**src/rtl/rggen_backdoor_access_arbiter.sv**
```systemverilog
// Merges frontdoor bus accesses and backdoor accesses onto one register-field access port.
// Frontdoor transfers are never interrupted; backdoor runs a valid/done handshake in idle gaps.
//
// state     | meaning
// ----------+------------------------------------------------------------
// IDLE      | no access in flight, arbitrating frontdoor vs backdoor
// FRONT     | frontdoor access on the field port, waiting for ready
// BACK      | backdoor access on the field port, waiting for ready
// BACK_DONE | backdoor done held until backdoor valid drops
module rggen_backdoor_access_arbiter #(
  parameter int DATA_WIDTH = 32
) (
  input  logic                  i_clk,
  input  logic                  i_rst_n,
  input  logic                  i_frontdoor_valid,
  input  logic                  i_frontdoor_write,
  input  logic [DATA_WIDTH-1:0] i_frontdoor_mask,
  input  logic [DATA_WIDTH-1:0] i_frontdoor_data,
  output logic                  o_frontdoor_ready,
  output logic [DATA_WIDTH-1:0] o_frontdoor_read_data,
  input  logic                  i_backdoor_valid,
  input  logic                  i_pending_valid,
  input  logic [DATA_WIDTH-1:0] i_backdoor_read_mask,
  input  logic [DATA_WIDTH-1:0] i_backdoor_write_mask,
  input  logic [DATA_WIDTH-1:0] i_backdoor_write_data,
  output logic                  o_backdoor_done,
  output logic [DATA_WIDTH-1:0] o_backdoor_read_data,
  output logic                  o_access_valid,
  output logic [DATA_WIDTH-1:0] o_access_read_mask,
  output logic [DATA_WIDTH-1:0] o_access_write_mask,
  output logic [DATA_WIDTH-1:0] o_access_write_data,
  input  logic                  i_access_ready,
  input  logic [DATA_WIDTH-1:0] i_access_read_data
);

  typedef enum logic [1:0] {
    IDLE      = 2'd0,
    FRONT     = 2'd1,
    BACK      = 2'd2,
    BACK_DONE = 2'd3
  } state_e;

  state_e                state;
  state_e                state_next;
  logic [DATA_WIDTH-1:0] read_mask;
  logic [DATA_WIDTH-1:0] read_mask_next;
  logic [DATA_WIDTH-1:0] write_mask;
  logic [DATA_WIDTH-1:0] write_mask_next;
  logic [DATA_WIDTH-1:0] write_data;
  logic [DATA_WIDTH-1:0] write_data_next;
  logic [DATA_WIDTH-1:0] backdoor_read_data;
  logic [DATA_WIDTH-1:0] backdoor_read_data_next;

  always_ff @(posedge i_clk or negedge i_rst_n) begin
    if (!i_rst_n) begin
      state              <= IDLE;
      read_mask          <= '0;
      write_mask         <= '0;
      write_data         <= '0;
      backdoor_read_data <= '0;
    end else begin
      state              <= state_next;
      read_mask          <= read_mask_next;
      write_mask         <= write_mask_next;
      write_data         <= write_data_next;
      backdoor_read_data <= backdoor_read_data_next;
    end
  end

  always_comb begin
    state_next              = state;
    read_mask_next          = read_mask;
    write_mask_next         = write_mask;
    write_data_next         = write_data;
    backdoor_read_data_next = backdoor_read_data;
    case (state)
      IDLE: begin
        if (i_frontdoor_valid) begin
          state_next = FRONT;
          if (i_frontdoor_write) begin
            read_mask_next  = '0;
            write_mask_next = i_frontdoor_mask;
            write_data_next = i_frontdoor_data;
          end else begin
            read_mask_next  = i_frontdoor_mask;
            write_mask_next = '0;
            write_data_next = '0;
          end
        end else if (i_backdoor_valid && !i_pending_valid && !o_backdoor_done) begin
          state_next      = BACK;
          read_mask_next  = i_backdoor_read_mask;
          write_mask_next = i_backdoor_write_mask;
          write_data_next = i_backdoor_write_data;
        end
      end
      FRONT: begin
        if (i_access_ready) begin
          state_next      = IDLE;
          read_mask_next  = '0;
          write_mask_next = '0;
          write_data_next = '0;
        end
      end
      BACK: begin
        if (i_access_ready) begin
          state_next              = BACK_DONE;
          backdoor_read_data_next = i_access_read_data;
          read_mask_next          = '0;
          write_mask_next         = '0;
          write_data_next         = '0;
        end
      end
      BACK_DONE: begin
        if (!i_backdoor_valid) begin
          state_next = IDLE;
        end
      end
      default: state_next = IDLE;
    endcase
  end

  // Ready is a passthrough so the frontdoor completes in the same cycle the fields respond.
  assign o_frontdoor_ready     = (state == FRONT) && i_access_ready;
  assign o_frontdoor_read_data = o_frontdoor_ready ? i_access_read_data : '0;
  assign o_backdoor_done       = (state == BACK_DONE);
  assign o_backdoor_read_data  = backdoor_read_data;
  assign o_access_valid        = (state == FRONT) || (state == BACK);
  assign o_access_read_mask    = read_mask;
  assign o_access_write_mask   = write_mask;
  assign o_access_write_data   = write_data;

endmodule

```
**config.mk**
```make
export PLATFORM = sky130hd
export DESIGN_NAME = rggen_backdoor_access_arbiter
export DESIGN_NICKNAME = d
export VERILOG_FILES = /design/src/rtl/rggen_backdoor_access_arbiter.sv
export SDC_FILE = /design/constraint.sdc
export NUM_CORES = 1
export LEC_CHECK = 0
export ABC_AREA = 1
export BUFFER_PORTS_ARGS = -buffer_cell sky130_fd_sc_hd__buf_2
export CAP_MARGIN = 20
export CORE_AREA = 2 2 140 142
export DETAILED_ROUTE_END_ITERATION = 8
export DIE_AREA = 0 0 142 144
export HOLD_SLACK_MARGIN = 0.15
export PLACE_DENSITY = 0.66
export RECOVER_POWER = 100
export SYNTH_ARGS = -nofsm -noshare
export SYNTH_HDL_FRONTEND = slang
export SYNTH_SLANG_ARGS = --single-unit
```
**constraint.sdc**
```tcl
create_clock -name i_clk -period 2.3 [get_ports i_clk]
set_clock_uncertainty 0.2 [all_clocks]
set_input_delay 0.46 -clock i_clk [delete_from_list [all_inputs] [get_ports i_clk]]
set_output_delay 0.46 -clock i_clk [all_outputs]
set_load 0.05 [all_outputs]
```
* After elaboration in Yosys (flattened, before gate mapping)
Index checks and enable logic that the tools add are counted.
Cells by class: equal/unequal tests 8, multiplexer cells 20, reduce and logical (&&, ||, !) cells 12
Operator list (number):
- two-way mux 32 bit | 11
- case mux 32 bit (2 select lines) | 3
- two-way mux 2 bit | 5
- case mux 2 bit (4 select lines) | 1
- inequality test 2 bit, second input constant | 3
- equality test 2 bit, second input constant | 2
- AND reduction 4 bit | 1
- logical AND 1 bit | 3
- inequality test 3 bit, second input constant | 1
- AND reduction 3 bit | 1
- equality test 2 x 1 -> 1 bit, second input constant | 1
- zero test 1 bit | 2
- zero test 2 bit | 1
- inequality test 2 x 1 -> 1 bit, second input constant | 1
- AND reduction 2 bit | 1
- nonzero test 2 bit | 1
- OR reduction 2 bit | 1
- logical OR 1 bit | 1
Word-level totals: bits in registers 130, word-level logic and storage cells 45

* Logic depth before layout (Yosys ltp)
Gate-level depths: netlist of run 1.
word-level depth 6, depth in mapped cells 12, gate-level depth less buffers 9

* Worst setup path before layout of run 1
No wires, ideal clock.
path type register to output, start point reg state[1], end point out o_frontdoor_read_data[22], data arrival time 1.612 ns, required time 1.640 ns, slack 0.028 ns, stages on the path, launching flop included 6, path buffers 1, cell sequence dfrtp_1 inv_1 ha_1 nand2_1 clkbuf_1 nor2_1
Between the ends: cells in the longest elaborated chain, start to end 3
Ends and longest elaborated chain:
- start, declared | RTL line 43 | state_e state;
- start signal, assigned | RTL line 62 | state <= state_next;
- equality test 2 x 1 -> 1 bit | RTL line 123 | assign o_frontdoor_ready = (state == FRONT) && i_access_ready;
- logical AND 1 bit | RTL line 123
- two-way mux 32 bit | RTL line 124 | assign o_frontdoor_read_data = o_frontdoor_ready ? i_access_read_data : '0;
- end, declared | RTL line 20 | output logic [DATA_WIDTH-1:0] o_frontdoor_read_data,
No other way between the ends.

* Worst setup path in the final report of run 1
start point reg state[1], end point out o_frontdoor_read_data[18]
Same word-level chain as after synthesis.

==> results of run 1 <==
[repair_timing]
action,in CTS,in global routing
hold buffers,24,0
gates resized for setup,58,51
gates cloned,0,2
endpoints found under the hold margin,67,0
setup endpoints to repair,33,34
setup buffers,1,1
[path summary, 6_finish.rpt]
check / endpoint / start / cells after the start / slack [ns]
max in group asynchronous: o_access_write_mask[0]$_DFFE_PN0P_ / i_rst_n / 3 / 0.21
setup / recovery: o_frontdoor_read_data[18] / state[1]$_DFFE_PN0P_ / 6 / -0.01
hold reg to reg: o_access_write_mask[29]$_DFFE_PN0P_ / o_access_write_mask[29]$_DFFE_PN0P_ / 2 / 0.27
min in group asynchronous: o_access_write_mask[3]$_DFFE_PN0P_ / i_rst_n / 2 / 0.71
setup reg to reg: o_access_write_data[7]$_DFFE_PN0P_ / state[0]$_DFFE_PN0P_ / 9 / 0.29
hold / removal: o_access_write_data[21]$_DFFE_PN0P_ / i_backdoor_write_data[21] / 5 / 0.19
[synth_stat cells]
cell type and n:
a21oi_4 1, nand2_1 431, nor2_1 33, buf_4 10, clkbuf_1 33, o21ai_0 34
buf_1 5, nand2_2 2, dfrtp_1 130, inv_2 2, a21oi_1 96, nor2_4 1
buf_2 21, buf_6 2, inv_1 43, ha_1 5, nand3_1 99
[cell families (layout without fill, tap and decap cells)]
kind of cell | Yosys count | after routing
AO/OA/AOI/OAI | 131 | 131
adder cells (fa/ha/maj) | 5 | 5
buffers and inverters | 116 | 489
flip-flops | 130 | 130
AND/OR/NAND/NOR | 566 | 566
[through the flow]
step,utilization,TNS (ns)
after floorplan,-,0
after global placement,0.4649,0
after detailed placement,0.4649,0
after CTS,0.5176,-0.4768
after global routing,0.5276,-1.110
final,0.5276,-0.02454
[critical path, stage by stage (launching register included)]
cell and delay [ns]:
dfrtp_1 0.39, inv_2 0.12, ha_4 0.15, nand2_4 0.08
buf_12 0.17, nor2_1 0.14, buf_6 0.18
[state kept, by name, summed over array words and instances (netlist names)]
| signal | flops |
|---|---|
| o_access_read_mask | 32 |
| o_access_write_data | 32 |
| o_access_write_mask | 32 |
| o_backdoor_read_data | 32 |
| state | 2 |
[layer usage]
metal	global-route usage	share of wire
met4	0.08895	0.031
met3	0.05364	0.073
met5	0	0
met1	0.2768	0.39
met2	0.4221	0.51
[cell type report]
type                            count  area, um^2
Multi-Input combinational cell    702        3146
Fill cell                        1831        9012
Clock inverter                     12       132.6
Timing Repair Buffer              412        2611
Sequential cell                   130        3254
Clock buffer                       20       456.7
Inverter                           45       168.9
Tap cell                          238       297.8
[power breakdown]
| part | total (uW) | switching, uW | internal [uW] | leakage (uW) |
|---|---|---|---|---|
| sequential | 3560 | 431 | 3130 | 0.00169 |
| clock | 2710 | 1050 | 1660 | 0.000282 |
| combinational | 8610 | 6470 | 2140 | 0.00370 |
| total | 14900 | 7950 | 6930 | 0.00568 |
==> flow_metrics.py, run 1 <==
metrics = {
    "finish": {
        "mostFrequentLayoutCells": "nand2_1, buf_2, dfrtp_1",
        "nets": 1512,
        "drive_gt1_frac": 0.3460,
        "diodes": 0,
        "stdcell_area_um2": 10070,
        "instances_no_fill": 1559,
        "area_delta_synth_final_pct": 48.97,
        "final_common_cell": "nand2_1",
    },
    "routing": {
        "final_antenna_net_count": 0,
        "drt-initial-drc-count": 403,
        "drc": 0,
        "vias": 7642,
        "routed_via_density": 4.902,
        "drtPass1Iterations": 5,
        "wl_mm": 25.83,
        "routedWlPerCell_um": 16.57,
    },
    "synth": {
        "ys_seq_area_frac": 0.4814,
        "synth_top_family_by_area": "simple AND/OR/NAND/NOR gates",
        "synth-simple-area-share": 0.3346,
        "yosysTopAreaCell": "dfrtp_1",
        "synth_compound_area_frac": 0.09869,
        "yosysUniqueCellTypes": 17,
        "synth_top_area_frac": 0.4814,
        "syn_inst": 948,
        "ys_seq_elements": 130,
        "synthAdderAreaFrac": 0.009258,
        "avgSynthCellArea_um2": 7.128,
        "synth-xor-area-share": 0,
        "synthesis.nets": 1152,
        "netlist_area_um2": 6758,
        "muxShareOfSynthArea": 0,
        "ys_warn_count": 0,
        "synth.area.top_cells": "dfrtp_1, nand2_1, nand3_1, a21oi_1, o21ai_0",
    },
    "global_route": {
        "first_global_vias": 7127,
        "antenna_found_initial": 0,
        "overflow": 0,
        "grt_use_total": 0.2361,
        "grt_max_degree": 78,
        "grt_first_pass_wirelength_mm": 37.53,
    },
    "clock_tree": {
        "cts_inserted_buffers": 17,
        "clk_path_buf_depth": 2,
        "cts_tree": "yes",
        "cts_max_level": 4,
        "cts-root-buf": "clkbuf_16",
        "clk_pin_slew_worst_paths_ns": 0.06,
        "cts_sinks": 130,
        "clk_latency_ns": 0.41,
    },
    "sta": {
        "hold_ws_ns": 0.1854,
        "finalHoldViolCount": 0,
        "setup_viol": 3,
        "min_period_over_period": 1.006,
        "worstMarginPinSlew_ns": 1.387,
        "rsz0062_at_grt": "yes",
        "max_freq_mhz": 432.0,
        "max_slew_margin": 0.07548,
        "setup_ws_ns": -0.01472,
        "fin_crit_ns": 2.315,
        "slew_viol_final": 0,
    },
    "critical_path": {
        "worstPathMaxFanout": 17,
        "required_ns": 1.64,
        "start_kind": "flip-flop",
        "critPathKind": "reg2out",
        "end_kind": "output port",
        "worst-endpoint-arrival_ns": 1.65,
    },
    "power": {
        "p_per_area_nw_per_um2": 1478,
        "p_leak_uw": 0.005678,
        "power_uw": 14880,
        "max-vdd-ir-drop_mv": 0.8461,
    },
    "place": {
        "dp_hpwl_mm": 17.08,
        "placed_area_um2": 8871,
        "post-place-ws_ns": 0.2487,
        "port_buffers": 361,
        "gp_congestion": 0.8587,
        "dp.cells": 1499,
    },
    "run": {
        "drv_cap": 0,
    },
    "die": {
        "die_x_um": 142,
        "fp.coreArea_um2": 19080,
        "die_area_um2": 20450,
        "die_y_um": 144,
        "num_rows": 51,
        "io_pins": 362,
        "initial_core_util": 0.3542,
    },
    "min_path": {
        "hp-class": "in2reg",
    },
    "outcome": {
        "status": "finished, violations left",
        "violations": "setup timing",
    },
}
No activity file was read; power rests on OpenSTA's default activity.
==> run 2, diff against run 1 <==
--- a/config.mk
+++ b/config.mk
@@ -8,11 +8,12 @@
 export ABC_AREA = 1
 export BUFFER_PORTS_ARGS = -buffer_cell sky130_fd_sc_hd__buf_2
 export CAP_MARGIN = 20
-export CORE_AREA = 2 2 140 142
+export CORE_ASPECT_RATIO = 0.5
+export CORE_MARGIN = 2
+export CORE_UTILIZATION = 46
 export DETAILED_ROUTE_END_ITERATION = 8
-export DIE_AREA = 0 0 142 144
 export HOLD_SLACK_MARGIN = 0.15
-export PLACE_DENSITY = 0.66
+export PLACE_DENSITY = 0.82
 export RECOVER_POWER = 100
 export SYNTH_ARGS = -nofsm -noshare
 export SYNTH_HDL_FRONTEND = slang
==> flow_metrics.py, run 2 (synthesized netlist as in run 1, its figures left out) <==
metrics = {
    "outcome": {
        "status": "finished clean",
    },
    "critical_path": {
        "required_ns": 1.64,
        "start_kind": "flip-flop",
        "worstPathMaxFanout": 8,
        "crit_chain": "inv_2 > ha_4 > nand2_4 > clkbuf_8 > nor2_2 > buf_6",
        "critPathKind": "reg2out",
        "crit_buf_inv": 3,
        "crit_slowest_cell": "dfrtp_1",
        "crit_family": "buffers and inverters",
        "end_kind": "output port",
        "worst-endpoint-arrival_ns": 1.61,
        "worst_path_largest_cell_delay_ns": 0.39,
    },
    "finish": {
        "nets": 1499,
        "area_delta_synth_final_pct": 41.46,
        "drive_gt1_frac": 0.2439,
        "stdcell_area_um2": 9559,
        "diodes": 0,
        "mostFrequentLayoutCells": "nand2_1, buf_2, dfrtp_1",
        "final_common_cell": "nand2_1",
        "postLayoutCoreUtil": 0.6643,
    },
    "place": {
        "port_buffers": 361,
        "dp_hpwl_mm": 16.57,
        "placed_area_um2": 8806,
        "gp_congestion": 0.9042,
    },
    "sta": {
        "min_period_over_period": 0.9856,
        "max_slew_margin": 0.5229,
        "slew_viol_final": 0,
        "hold_ws_ns": 0.1686,
        "max_freq_mhz": 441.2,
        "worstMarginPinSlew_ns": 0.7157,
        "setup_viol": 0,
        "finalHoldViolCount": 0,
        "fin_crit_ns": 2.267,
    },
    "clock_tree": {
        "cts-root-buf": "clkbuf_16",
        "cts_tree": "yes",
        "clk_latency_ns": 0.40,
        "cts_sinks": 130,
        "cts_max_level": 4,
        "clk_pin_slew_worst_paths_ns": 0.06,
        "cts_inserted_buffers": 17,
        "clk_path_buf_depth": 2,
    },
    "power": {
        "p_leak_uw": 0.005111,
        "clockPowerShare": 0.182,
        "switching_power_uw": 7910,
        "power_uw": 14370,
        "p_seq_frac": 0.251,
        "max-vdd-ir-drop_mv": 0.8723,
        "p_per_area_nw_per_um2": 1504,
        "combPwrFrac": 0.567,
        "internal_power_uw": 6462,
        "power_switching_share": 0.5504,
    },
    "global_route": {
        "grt_first_pass_wirelength_mm": 38.07,
        "grt_use_total": 0.3015,
        "antenna_found_initial": 0,
        "first_global_vias": 7634,
        "grt_max_degree": 65,
        "overflow": 0,
    },
    "min_path": {
        "hp-class": "in2reg",
    },
    "run": {
        "drv_cap": 0,
    },
    "routing": {
        "final_antenna_net_count": 0,
        "vias": 7852,
        "wl_mm": 24.47,
        "drc": 0,
        "routedWlPerCell_um": 16.25,
        "drtPass1Iterations": 5,
        "routed_via_density": 5.214,
        "drt-initial-drc-count": 690,
    },
    "die": {
        "num_rows": 31,
        "fp.coreArea_um2": 14390,
        "io_pins": 362,
        "die_y_um": 89.71,
        "die_area_um2": 15740,
        "initial_core_util": 0.4696,
        "die_x_um": 175.4,
    },
}
run 2: power by group through the flow:
stage | clock network, uW | registers, uW | logic [uW]
global placement | 0 | 3550 | 8020
finish | 2610 | 3610 | 8150
CTS | 2640 | 3560 | 8330
detailed placement | 0 | 3580 | 8190
global route | 2760 | 3690 | 8770
floorplan | 0 | 6260 | 3380
run 2: path summary, 6_finish.rpt:
| kind | slack [ns] | cells after the start | endpoint | startpoint |
|---|---|---|---|---|
| min reg2reg | 0.28 | 2 | o_access_write_data[23]$_DFFE_PN0P_ | o_access_write_data[23]$_DFFE_PN0P_ |
| max in group asynchronous | 0.28 | 3 | o_access_write_data[24]$_DFFE_PN0P_ | i_rst_n |
| max | 0.03 | 6 | o_frontdoor_read_data[1] | state[1]$_DFFE_PN0P_ |
| min in group asynchronous | 0.45 | 2 | o_access_write_data[9]$_DFFE_PN0P_ | i_rst_n |
| min | 0.17 | 3 | o_backdoor_read_data[2]$_DFFE_PN0P_ | i_access_read_data[2] |
| max reg2reg | 0.16 | 9 | o_access_read_mask[1]$_DFFE_PN0P_ | state[0]$_DFFE_PN0P_ |
run 2: layout make-up:
class | instances | area [um^2]
clock buffers | 19 | 442.9
clock inverters | 13 | 128.9
fillers | 1303 | 4831
inverters | 45 | 168.9
multi-input cells | 702 | 3075
flip-flops and latches | 130 | 3253
well taps | 198 | 247.7
repair buffers | 399 | 2242
run 2: worst min-delay path, cell delays in order:
cell     delay [ns]
buf_2          0.10
inv_1          0.08
o21ai_0        0.09
run 2: metal layers:
metal,GRT usage,routed length [um],vias to the layer above
li1,-,-,3687
met1,0.3684,9493,3698
met4,0.1178,844,0
met3,0.05457,1811,71
met5,0,0,-
met2,0.5318,12320,396
run 2: what timing repair did:
item / in CTS / in global routing
hold buffers: 14 / 0
endpoints found under the hold margin: 143 / 0
setup buffers: 1 / 2
gates resized for setup: 56 / 28
cloned: 0 / 2
setup endpoints to repair: 33 / 33
run 2: metrics by stage:
step / setup TNS [ns] / setup WS [ns] / std cells
2_1_floorplan: 0 / 0.02789 / 948
3_3_place_gp: 0 / 0.2866 / 1455
3_5_place_dp: 0 / 0.2037 / 1455
4_1_cts: -0.08833 / -0.01596 / 1502
5_1_grt: -0.04348 / -0.01903 / 1506
6_report: 0 / 0.03320 / 1506
==> run 3, diff against run 2 <==
--- a/config.mk
+++ b/config.mk
@@ -15,6 +15,7 @@
 export HOLD_SLACK_MARGIN = 0.15
 export PLACE_DENSITY = 0.82
 export RECOVER_POWER = 100
+export SETUP_SLACK_MARGIN = 0.5
 export SYNTH_ARGS = -nofsm -noshare
 export SYNTH_HDL_FRONTEND = slang
 export SYNTH_SLANG_ARGS = --single-unit
==> flow_metrics.py, run 3 (synthesized netlist as in run 1, its figures left out) <==
metrics = {
    "clock_tree": {
        "clk_latency_ns": 0.40,
        "cts_max_level": 4,
        "cts-root-buf": "clkbuf_16",
        "clk_pin_slew_worst_paths_ns": 0.06,
        "clk_path_buf_depth": 2,
        "cts_sinks": 130,
        "cts_tree": "yes",
        "cts_inserted_buffers": 17,
    },
    "die": {
        "fp.coreArea_um2": 14390,
        "num_rows": 31,
        "io_pins": 362,
        "die_y_um": 89.71,
        "initial_core_util": 0.4696,
        "die_x_um": 175.4,
        "die_area_um2": 15740,
    },
    "sta": {
        "max_slew_margin": 0.1640,
        "max_freq_mhz": 421.0,
        "worstMarginPinSlew_ns": 1.254,
        "setup_viol": 23,
        "fin_crit_ns": 2.375,
        "rsz0062_at_grt": "yes",
        "hold_ws_ns": 0.1863,
        "setup_ws_ns": -0.07549,
        "finalHoldViolCount": 0,
        "slew_viol_final": 0,
        "min_period_over_period": 1.033,
    },
    "place": {
        "dp.cells": 1455,
        "gp_congestion": 0.9006,
        "dp_hpwl_mm": 15.94,
        "port_buffers": 361,
        "post-place-ws_ns": 0.1424,
    },
    "power": {
        "p_leak_uw": 0.005984,
        "p_per_area_nw_per_um2": 1821,
        "max-vdd-ir-drop_mv": 1.017,
    },
    "finish": {
        "fillCellCount": 935,
        "multiInputGateArea_um2": 3757,
        "postLayoutCoreUtil": 0.8061,
        "mostFrequentLayoutCells": "nand2_1, buf_2, dfrtp_1",
        "final_common_cell": "nand2_1",
        "area_delta_synth_final_pct": 71.65,
        "drive_gt1_frac": 0.3715,
        "instances_no_fill": 1557,
        "seq_area_um2": 3254,
        "nets": 1547,
    },
    "routing": {
        "drtPass1Iterations": 6,
        "vias": 8994,
        "routedWlPerCell_um": 21.08,
        "final_antenna_net_count": 0,
        "drt-initial-drc-count": 1008,
        "drc": 0,
        "wl_mm": 32.82,
        "routed_via_density": 5.776,
    },
    "critical_path": {
        "end_kind": "flip-flop",
        "worstPathMaxFanout": 10,
        "start_kind": "flip-flop",
        "worst-endpoint-arrival_ns": 2.51,
        "required_ns": 2.43,
        "reg2reg_depth": 12,
        "critPathKind": "reg2reg",
    },
    "min_path": {
        "hp-class": "in2reg",
        "hold_path_depth": 5,
    },
    "global_route": {
        "first_global_vias": 8183,
        "grt_use_total": 0.3529,
        "antenna_found_initial": 4,
        "overflow": 0,
        "grt_first_pass_wirelength_mm": 43.61,
        "grt_max_degree": 65,
    },
    "outcome": {
        "status": "finished, violations left",
        "violations": "setup timing",
    },
    "run": {
        "drv_cap": 0,
    },
}
-- run 3: cell types whose count changed in the layout (fill, tap and decap cells not counted), sizes merged --
cell,before,now
clkinvlp,2,4
nand2,433,435
clkbuf,153,137
dlygate4sd3,14,1
inv,48,45
clkinv,7,5
buf,251,324
diode,0,5
bufinv,1,4
-- run 3: layout make-up --
class	count	area share
Multi-Input combinational cell	704	0.3239
Antenna cell	5	0.001079
Timing Repair Buffer	445	0.3039
Clock buffer	17	0.03667
Clock inverter	13	0.01618
Sequential cell	130	0.2806
Inverter	45	0.01640
Tap cell	198	0.02136
-- run 3: power breakdown --
part / internal (uW) / total, uW / switching, uW
clock network: 1810 / 2870 / 1060
registers: 3130 / 3670 / 540
logic: 5640 / 14600 / 8940
-- run 3: routing by layer --
layer,wire (um),vias to the layer above,track usage
met1,11460,4122,0.4444
met5,11,-,0
li1,-,3809,-
met4,2594,2,0.1536
met2,15170,777,0.6001
met3,3582,284,0.06261
-- run 3: what timing repair did --
| action | in CTS | in global routing |
|---|---|---|
| endpoints found under the setup margin | 131 | 165 |
| pin swaps | 7 | 13 |
| hold buffers | 1 | 0 |
| cloned | 28 | 0 |
| setup buffers | 29 | 9 |
| endpoints found under the hold margin | 45 | 0 |
| resized for setup | 140 | 153 |
-- run 3: worst max-delay path, stage by stage, from the launching register on --
cell and delay [ns]:
dfrtp_2 0.44, buf_6 0.14, buf_6 0.11, ha_4 0.18, inv_4 0.11, nand3_4 0.17, a21oi_4 0.23, buf_12 0.14
buf_12 0.14, buf_12 0.11, buf_16 0.15, nand2_2 0.07, nand2_1 0.10
-- run 3: path summary, 6_finish.rpt --
path                                                           from                                   to  slack, ns
worst max register to register                 state[0]$_DFFE_PN0P_    o_access_read_mask[1]$_DFFE_PN0P_      -0.08
min in group asynchronous                                   i_rst_n   o_access_read_mask[20]$_DFFE_PN0P_       0.67
worst min-delay path                      i_backdoor_write_data[12]  o_access_write_data[12]$_DFFE_PN0P_       0.19
worst max-delay path                           state[0]$_DFFE_PN0P_    o_access_read_mask[1]$_DFFE_PN0P_      -0.08
max in group asynchronous                                   i_rst_n    o_access_read_mask[7]$_DFFE_PN0P_       0.26
worst min register to register  o_access_write_mask[26]$_DFFE_PN0P_  o_access_write_mask[26]$_DFFE_PN0P_       0.27
-- run 3: stage by stage --
| step | power, uW | instance area (um^2) | setup TNS (ns) |
|---|---|---|---|
| floorplan | 10110 | 7148 | 0 |
| finish | 21130 | 11600 | -0.4640 |
| detailed placement | 11850 | 9007 | 0 |
| CTS | 19310 | 11140 | 0 |
| global placement | 11660 | 9007 | 0 |
| global route | 21800 | 11600 | -1.152 |
